## config.mk

```make
export PLATFORM = sky130hd
export DESIGN_NAME = mem_arbiter
export DESIGN_NICKNAME = d
export VERILOG_FILES = /design/src/rtl/mem_arbiter_pkg.sv /design/src/rtl/mem_arbiter_arb_rr2.sv /design/src/rtl/mem_arbiter.sv
export SDC_FILE = /design/constraint.sdc
export NUM_CORES = 1
export LEC_CHECK = 0
export BUFFER_PORTS_ARGS = -buffer_cell sky130_fd_sc_hd__buf_2
export CAP_MARGIN = 40
export CORE_AREA = 8 8 202 204
export CTS_BUF_LIST = sky130_fd_sc_hd__clkbuf_4 sky130_fd_sc_hd__clkbuf_8 sky130_fd_sc_hd__clkbuf_16
export CTS_CLUSTER_DIAMETER = 80
export DETAILED_ROUTE_END_ITERATION = 10
export DIE_AREA = 0 0 210 212
export HOLD_SLACK_MARGIN = 0.03
export PLACE_DENSITY = 0.54
export SYNTH_ARGS = -nofsm -noshare
export SYNTH_HDL_FRONTEND = slang
export SYNTH_SLANG_ARGS = --single-unit
export TNS_END_PERCENT = 1
```

## constraint.sdc

```tcl
create_clock -name clk -period 1.83 [get_ports clk]
set_input_delay 0.0915 -clock clk [delete_from_list [all_inputs] [get_ports clk]]
set_output_delay 0.0915 -clock clk [all_outputs]
set_load 0.1 [all_outputs]
```

## src/rtl/mem_arbiter_pkg.sv

```systemverilog
// Shared types for the IFU/LSU memory-port arbiter: FSM states, owner encoding,
// and a helper that turns a one-hot grant into an owner.
package mem_arbiter_pkg;

  typedef enum logic [1:0] {
    ARB_IDLE = 2'd0,
    ARB_REQ  = 2'd1,
    ARB_WAIT = 2'd2
  } arb_state_e;

  typedef enum logic {
    ARB_IFU = 1'b0,
    ARB_LSU = 1'b1
  } arb_owner_e;

  localparam int WMASK_W = 8;

  // Grant vector bit 0 is the IFU, bit 1 the LSU.
  function automatic arb_owner_e owner_from_grant(input logic [1:0] grant);
    return grant[1] ? ARB_LSU : ARB_IFU;
  endfunction

endpackage

```

## src/rtl/mem_arbiter_arb_rr2.sv

```systemverilog
// Two-input round-robin grant: a lone requester wins, a tie goes to the side
// that did not win last time.
import mem_arbiter_pkg::*;

module arb_rr2 (
  input  logic       ifu_valid,
  input  logic       lsu_valid,
  input  arb_owner_e last_grant,
  output logic [1:0] grant
);

  always_comb begin
    grant    = 2'b00;
    grant[0] = ifu_valid && (!lsu_valid || (last_grant == ARB_LSU));
    grant[1] = lsu_valid && (!ifu_valid || (last_grant == ARB_IFU));
  end

endmodule

```

## src/rtl/mem_arbiter.sv

```systemverilog
// Shares one memory port between IFU and LSU: round-robin grant, a single
// outstanding transaction, response routing to the owner and a response watchdog.
import mem_arbiter_pkg::*;

module mem_arbiter #(
  parameter int ADDR_W  = 64,
  parameter int DATA_W  = 64,
  parameter int TIMEOUT = 255
) (
  input  logic               clk,
  input  logic               rst_n,
  input  logic               ifu_req_valid,
  output logic               ifu_req_ready,
  input  logic [ADDR_W-1:0]  ifu_addr,
  output logic               ifu_resp_valid,
  output logic [DATA_W-1:0]  ifu_rdata,
  output logic               ifu_err,
  input  logic               lsu_req_valid,
  output logic               lsu_req_ready,
  input  logic [ADDR_W-1:0]  lsu_addr,
  input  logic               lsu_wen,
  input  logic [DATA_W-1:0]  lsu_wdata,
  input  logic [WMASK_W-1:0] lsu_wmask,
  output logic               lsu_resp_valid,
  output logic [DATA_W-1:0]  lsu_rdata,
  output logic               lsu_err,
  output logic               mem_req_valid,
  input  logic               mem_req_ready,
  output logic [ADDR_W-1:0]  mem_addr,
  output logic               mem_wen,
  output logic [DATA_W-1:0]  mem_wdata,
  output logic [WMASK_W-1:0] mem_wmask,
  input  logic               mem_resp_valid,
  input  logic [DATA_W-1:0]  mem_rdata
);

  localparam int CNT_W = (TIMEOUT > 1) ? $clog2(TIMEOUT) : 1;

  arb_state_e         state_q, state_d;
  arb_owner_e         owner_q, owner_d;
  arb_owner_e         last_grant_q, last_grant_d;
  logic [ADDR_W-1:0]  addr_q, addr_d;
  logic               wen_q, wen_d;
  logic [DATA_W-1:0]  wdata_q, wdata_d;
  logic [WMASK_W-1:0] wmask_q, wmask_d;
  logic [CNT_W-1:0]   cnt_q, cnt_d;

  logic [1:0]         grant;
  logic               resp_valid;
  logic               resp_err;
  logic [DATA_W-1:0]  resp_data;
  logic               timeout_hit;

  arb_rr2 u_arb_rr2 (
    .ifu_valid  (ifu_req_valid),
    .lsu_valid  (lsu_req_valid),
    .last_grant (last_grant_q),
    .grant      (grant)
  );

  assign timeout_hit = (cnt_q == CNT_W'(TIMEOUT - 1));

  always_ff @(posedge clk) begin
    if (!rst_n) begin
      state_q      <= ARB_IDLE;
      owner_q      <= ARB_IFU;
      last_grant_q <= ARB_LSU;
      addr_q       <= '0;
      wen_q        <= 1'b0;
      wdata_q      <= '0;
      wmask_q      <= '0;
      cnt_q        <= '0;
    end else begin
      state_q      <= state_d;
      owner_q      <= owner_d;
      last_grant_q <= last_grant_d;
      addr_q       <= addr_d;
      wen_q        <= wen_d;
      wdata_q      <= wdata_d;
      wmask_q      <= wmask_d;
      cnt_q        <= cnt_d;
    end
  end

  always_comb begin
    state_d       = state_q;
    owner_d       = owner_q;
    last_grant_d  = last_grant_q;
    addr_d        = addr_q;
    wen_d         = wen_q;
    wdata_d       = wdata_q;
    wmask_d       = wmask_q;
    cnt_d         = cnt_q;
    ifu_req_ready = 1'b0;
    lsu_req_ready = 1'b0;
    mem_req_valid = 1'b0;
    resp_valid    = 1'b0;
    resp_err      = 1'b0;
    resp_data     = '0;

    case (state_q)
      ARB_IDLE: begin
        ifu_req_ready = grant[0];
        lsu_req_ready = grant[1];
        if (|grant) begin
          owner_d      = owner_from_grant(grant);
          last_grant_d = owner_from_grant(grant);
          state_d      = ARB_REQ;
          if (grant[1]) begin
            addr_d  = lsu_addr;
            wen_d   = lsu_wen;
            wdata_d = lsu_wdata;
            wmask_d = lsu_wmask;
          end else begin
            addr_d  = ifu_addr;
            wen_d   = 1'b0;
            wdata_d = '0;
            wmask_d = '0;
          end
        end
      end
      ARB_REQ: begin
        mem_req_valid = 1'b1;
        if (mem_req_ready) begin
          state_d = ARB_WAIT;
          cnt_d   = '0;
        end
      end
      ARB_WAIT: begin
        // A real response always beats the watchdog on the same cycle.
        if (mem_resp_valid || timeout_hit) begin
          resp_valid = 1'b1;
          resp_err   = !mem_resp_valid;
          resp_data  = mem_resp_valid ? mem_rdata : '0;
          state_d    = ARB_IDLE;
        end else begin
          cnt_d = cnt_q + 1'b1;
        end
      end
      default: begin
        state_d = ARB_IDLE;
      end
    endcase
  end

  always_comb begin
    ifu_resp_valid = resp_valid && (owner_q == ARB_IFU);
    ifu_err        = resp_err && (owner_q == ARB_IFU);
    ifu_rdata      = (owner_q == ARB_IFU) ? resp_data : '0;
    lsu_resp_valid = resp_valid && (owner_q == ARB_LSU);
    lsu_err        = resp_err && (owner_q == ARB_LSU);
    lsu_rdata      = (owner_q == ARB_LSU) ? resp_data : '0;
  end

  assign mem_addr  = addr_q;
  assign mem_wen   = wen_q;
  assign mem_wdata = wdata_q;
  assign mem_wmask = wmask_q;

endmodule

```

== Word-level counts from Yosys, hierarchy flattened ==
Cells that the tools add are included.
Cells by class
  bitwise logic cells: 2
  eq/ne operators: 7
  reductions and logical operators: 18
  add/sub/neg operators: 1
  mux-type cells: 24
Operators with widths (count)
  2-to-1 mux 64 bit: 7
  2-to-1 mux 8 bit: 3
  one-hot mux 8 bit (2 select lines): 1
  2-to-1 mux 1 bit: 9
  adder 8 x 1 -> 8 bit (second input constant): 1
  equality test 8 bit (second input constant): 1
  != test 2 bit (second input constant): 4
  logical AND 1 bit: 6
  2-to-1 mux 2 bit: 3
  one-hot mux 2 bit (3 select lines): 1
  AND reduction 3 bit: 2
  logical NOT 1 bit: 3
  logical OR 1 bit: 3
  equality test 2 x 1 -> 1 bit (second input constant): 1
  equality test 2 bit (second input constant): 1
  logical NOT 2 bit: 1
  inverter 1 bit: 2
  AND reduction 2 bit: 1
  nonzero test 2 bit: 1
  OR reduction 2 bit: 1
Storage, ports and cells
  word-level logic and storage cells: 60
  bits in registers: 149
  input port bits: 271
  output and inout bits: 272

== Logic depth before layout (Yosys ltp) ==
  depth after elaboration: 6
  depth in mapped cells: 7
  gate-level depth less buffers: 6

== Hierarchy ==
Synthesis repeated with hierarchy kept, for this count alone.
Second synthesis, totals
  cells, all modules: 754
  area, all modules: 6671.4 sq um
Modules (own cells, without submodules)
  mem_arbiter: cells each 751, seq. area each 2982.9 sq um, times used 1, area each 6652.6 sq um
  arb_rr2: cells each 3, seq. area each 0.0 sq um, times used 1, area each 18.8 sq um

== Worst setup path before layout ==
Ideal clock, no wire load.
  path type: register -> output
  from: register cnt_q[0]
  to: output port ifu_resp_valid
  setup slack: -1.199 ns
  required time: 1.738 ns
  cell stages (with the launch flop): 7
  path buffers: 0
  data arrival time: 2.938 ns
  cells stage by stage: dfxtp_1 inv_1 ha_1 nand4_1 nor2_1 nor2_1 nor3_1
On the way
  longest elaborated chain between the ends: 5
RTL lines
  start, declared: line mem_arbiter.sv:46  | logic [CNT_W-1:0] cnt_q, cnt_d;
  start signal, assigned: line mem_arbiter.sv:81  | cnt_q <= cnt_d;
  equality test 8 bit: line mem_arbiter.sv:61  | assign timeout_hit = (cnt_q == CNT_W'(TIMEOUT - 1));
  logical OR 1 bit: line mem_arbiter.sv:131  | if (mem_resp_valid || timeout_hit) begin
  2-to-1 mux 1 bit: line mem_arbiter.sv:131
  2-to-1 mux 1 bit: line mem_arbiter.sv:101  | case (state_q)
  logical AND 1 bit: line mem_arbiter.sv:147  | ifu_resp_valid = resp_valid && (owner_q == ARB_IFU);
  end, declared: line mem_arbiter.sv:15  | output logic ifu_resp_valid,
Every way passes these cells.

== Worst setup path after layout ==
  from: register state_q[1]
  to: output port lsu_rdata[56]
On the way
  longest elaborated chain between the ends: 3
RTL lines
  start, declared: line mem_arbiter.sv:39  | arb_state_e state_q, state_d;
  start signal, assigned: line mem_arbiter.sv:74  | state_q <= state_d;
  equality test 2 bit: line mem_arbiter.sv:101
  2-to-1 mux 64 bit: line mem_arbiter.sv:101
  2-to-1 mux 64 bit: line mem_arbiter.sv:152  | lsu_rdata = (owner_q == ARB_LSU) ? resp_data : '0;
  end, declared: line mem_arbiter.sv:25  | output logic [DATA_W-1:0] lsu_rdata,
Every way passes these cells.

==> impl_metrics.env <==
export IMPL_violations="negative setup slack"
export IMPL_cp_required_ns=1.74
export IMPL_tightestPinTransition_ns=0.551
export IMPL_ir_drop_mv=0.587
export IMPL_layout_commonest_cell="buf_2"
export IMPL_relSlewSlack=0.635
export IMPL_clock_skew_ns=0.00891
export IMPL_grt_max_degree=77
export IMPL_dieArea_um2=44500
export IMPL_postSynth_asyncResetShare=0
export IMPL_rsz0062_at_grt="yes"
export IMPL_grt_overflow_total=0
export IMPL_reg2reg_depth=5
export IMPL_finalWorstSetupSlack_ns=-0.0670
export IMPL_row_count=72
export IMPL_min_from="ifu_addr[58]"
export IMPL_cts_reportedPaths_clkPinSlew_ns=0.06
export IMPL_synth_edff_count=0
export IMPL_run_status="finished, violations left"
export IMPL_wl_per_cell_um=19.1
export IMPL_clk_latency_ns=0.43
export IMPL_critPathCaptureType="output port"
export IMPL_reg2reg_from="last_grant_q"
export IMPL_min_period_ns=1.90
export IMPL_p_leak_nw=6.80
export IMPL_crit_type="reg -> out"
export IMPL_gp_congestion=0.873
export IMPL_cts_buffers=17
export IMPL_firstDrtPassIters=7
export IMPL_htreeDepth=4
export IMPL_postLayoutCellArea_um2=15000
export IMPL_crit_end="lsu_rdata[56]"
export IMPL_drc=0
export IMPL_synth_warnings=0
export IMPL_fmaxAchievable_mhz=527
export IMPL_grt_pass1_wl_mm=54.2
export IMPL_synth_distinct_cells=40
export IMPL_die_h_um=212
export IMPL_port_buffers=542
export IMPL_r2r_end="mem_addr[45]"
export IMPL_drt_iter0_drc=621
export IMPL_place_area_um2=12100
export IMPL_postLayoutCoreUtil=0.396
export IMPL_fin_nets=1722
export IMPL_r2r_setup_slack_ns=0.01
export IMPL_dp_hpwl_mm=27.9
export IMPL_p_total_w=0.0116
export IMPL_min_period_over_period=1.04
export IMPL_wirelength_mm=38.0
export IMPL_syn_area_um2=6770
export IMPL_critPathArrivalTime_ns=1.81
export IMPL_vias=8503
export IMPL_root_buffer="clkbuf_16"
export IMPL_syn_avg_cell_area_um2=8.96
export IMPL_die_w_um=210
export IMPL_cts_tree="built"
export IMPL_ys_seq_area_frac=0.440
export IMPL_cap_violations=0
export IMPL_grt_usage=0.159
export IMPL_num_io_pins=543
export IMPL_final_cell_mix="buf_2, dlygate4sd3_1, dfxtp_1"
export IMPL_area_delta_synth_final_pct=122
export IMPL_crit_fanout=32
export IMPL_hold_viol_final=0
export IMPL_p_per_area_nw_per_um2=773
export IMPL_syn_nets=1029
export IMPL_ys_seq_elements=149
export IMPL_drv_slew=0
export IMPL_start_kind="register"
export IMPL_hold_path_class="in -> reg"
export IMPL_finalSetupViolations=128
export IMPL_setup_tns_ns=-4.07
export IMPL_antenna_found_initial=14
export IMPL_startpoint="state_q[1]"
export IMPL_ant_nets=0
export IMPL_grt_pass1_vias=8853
export IMPL_via_per_inst=4.27
export IMPL_clockBufferDepth=2
export IMPL_core_area_um2=37900
export IMPL_cts_sinks=149
export IMPL_drive_gt1_frac=0.522
export IMPL_synth_cells=756
export IMPL_synth_main_ff_cell="dfxtp_1"
export IMPL_start_util=0.179
Yosys cell counts (all sizes together) (4+ instances only):
cell type	count	share of area
nor2	145	0.081
nand3	5	0.0037
buf	36	0.037
a21oi	7	0.0052
clkbuf	31	0.017
a211oi	64	0.071
a22oi	73	0.081
dfxtp	149	0.44
nand2	11	0.0065
and2	131	0.12
mux2i	64	0.095
inv	4	0.0022
worst min path at each step:
stage	endpoint	slack, ns	cells after the start
finish	mem_addr[58]	0.04	3
global route	mem_addr[4]	0.03	3
CTS	mem_addr[58]	0.03	3
detailed placement	mem_wen	0.35	3
global placement	mem_wdata[4]	0.34	3
floorplan	cnt_q[1]	0.21	1
worst max-delay path, stage by stage (launching register included):
cell and delay, ns:
dfxtp_4 0.37, nor2b_4 0.16, and3_4 0.25, buf_12 0.21
and2_1 0.20, buf_12 0.18
power by group:
part	switching, W	leakage [nW]	internal, W
Combinational	0.00306	5.27	0.00119
Clock	0.00159	0.301	0.00211
Sequential	0.000153	1.23	0.00351
Total	0.00479	6.80	0.00681
layer usage:
| metal | vias to the layer above | share of wire | global-route usage | wire length (µm) |
|---|---|---|---|---|
| met4 | 0 | 0.055 | 0.104 | 2100 |
| met5 | - | 0 | 0 | 0 |
| li1 | 4031 | - | - | - |
| met1 | 3939 | 0.35 | 0.158 | 13300 |
| met2 | 464 | 0.51 | 0.279 | 19300 |
| met3 | 69 | 0.086 | 0.0556 | 3280 |
through the flow:
| stage | worst slack (ns) | hold WS (ns) | instances |
|---|---|---|---|
| floorplan | -0.420 | 0.209 | 756 |
| global placement | 0.269 | 0.337 | 1772 |
| detailed placement | 0.237 | 0.348 | 1772 |
| CTS | -0.103 | 0.0313 | 1978 |
| global route | -0.153 | 0.0335 | 1991 |
| finish | -0.0670 | 0.0436 | 1992 |
cell type report:
type                    instances  area, µm²
diodes                         12       30.0
clock buffers                  18        439
clock inverters                14        179
fillers                      3638      22900
inverters                       4       17.5
multi-input cells             536       3810
flip-flops and latches        149       2990
well taps                     518        648
repair buffers                741       6900
logic make-up (layout without fill, tap and decap cells):
logic type      after synthesis  count (layout)  synth area share
compound gates              157             157             0.170
fa+ha+maj                     2               2           0.00369
buf+inv                      71             777            0.0569
flops                       149             149             0.440
mux                          64              64            0.0946
other cells                   0              12                 0
simple gates                313             313             0.234
repair_timing:
| action | CTS | global route |
|---|---|---|
| cloned | 4 | 2 |
| resized for setup | 141 | 20 |
| setup buffers | 4 | 0 |
| hold buffers | 166 | 0 |
| endpoints found under the setup margin | 133 | 141 |
| hold endpoints to repair | 128 | 0 |
| pin swaps | 94 | 23 |
flip-flops by register name (all words and copies together) (netlist names):
register,count
mem_wdata,64
cnt_q,8
last_grant_q,1
mem_wmask,8
mem_wen,1
state_q,2
mem_addr,64
owner_q,1
Power figures use the tool's default switching activity.
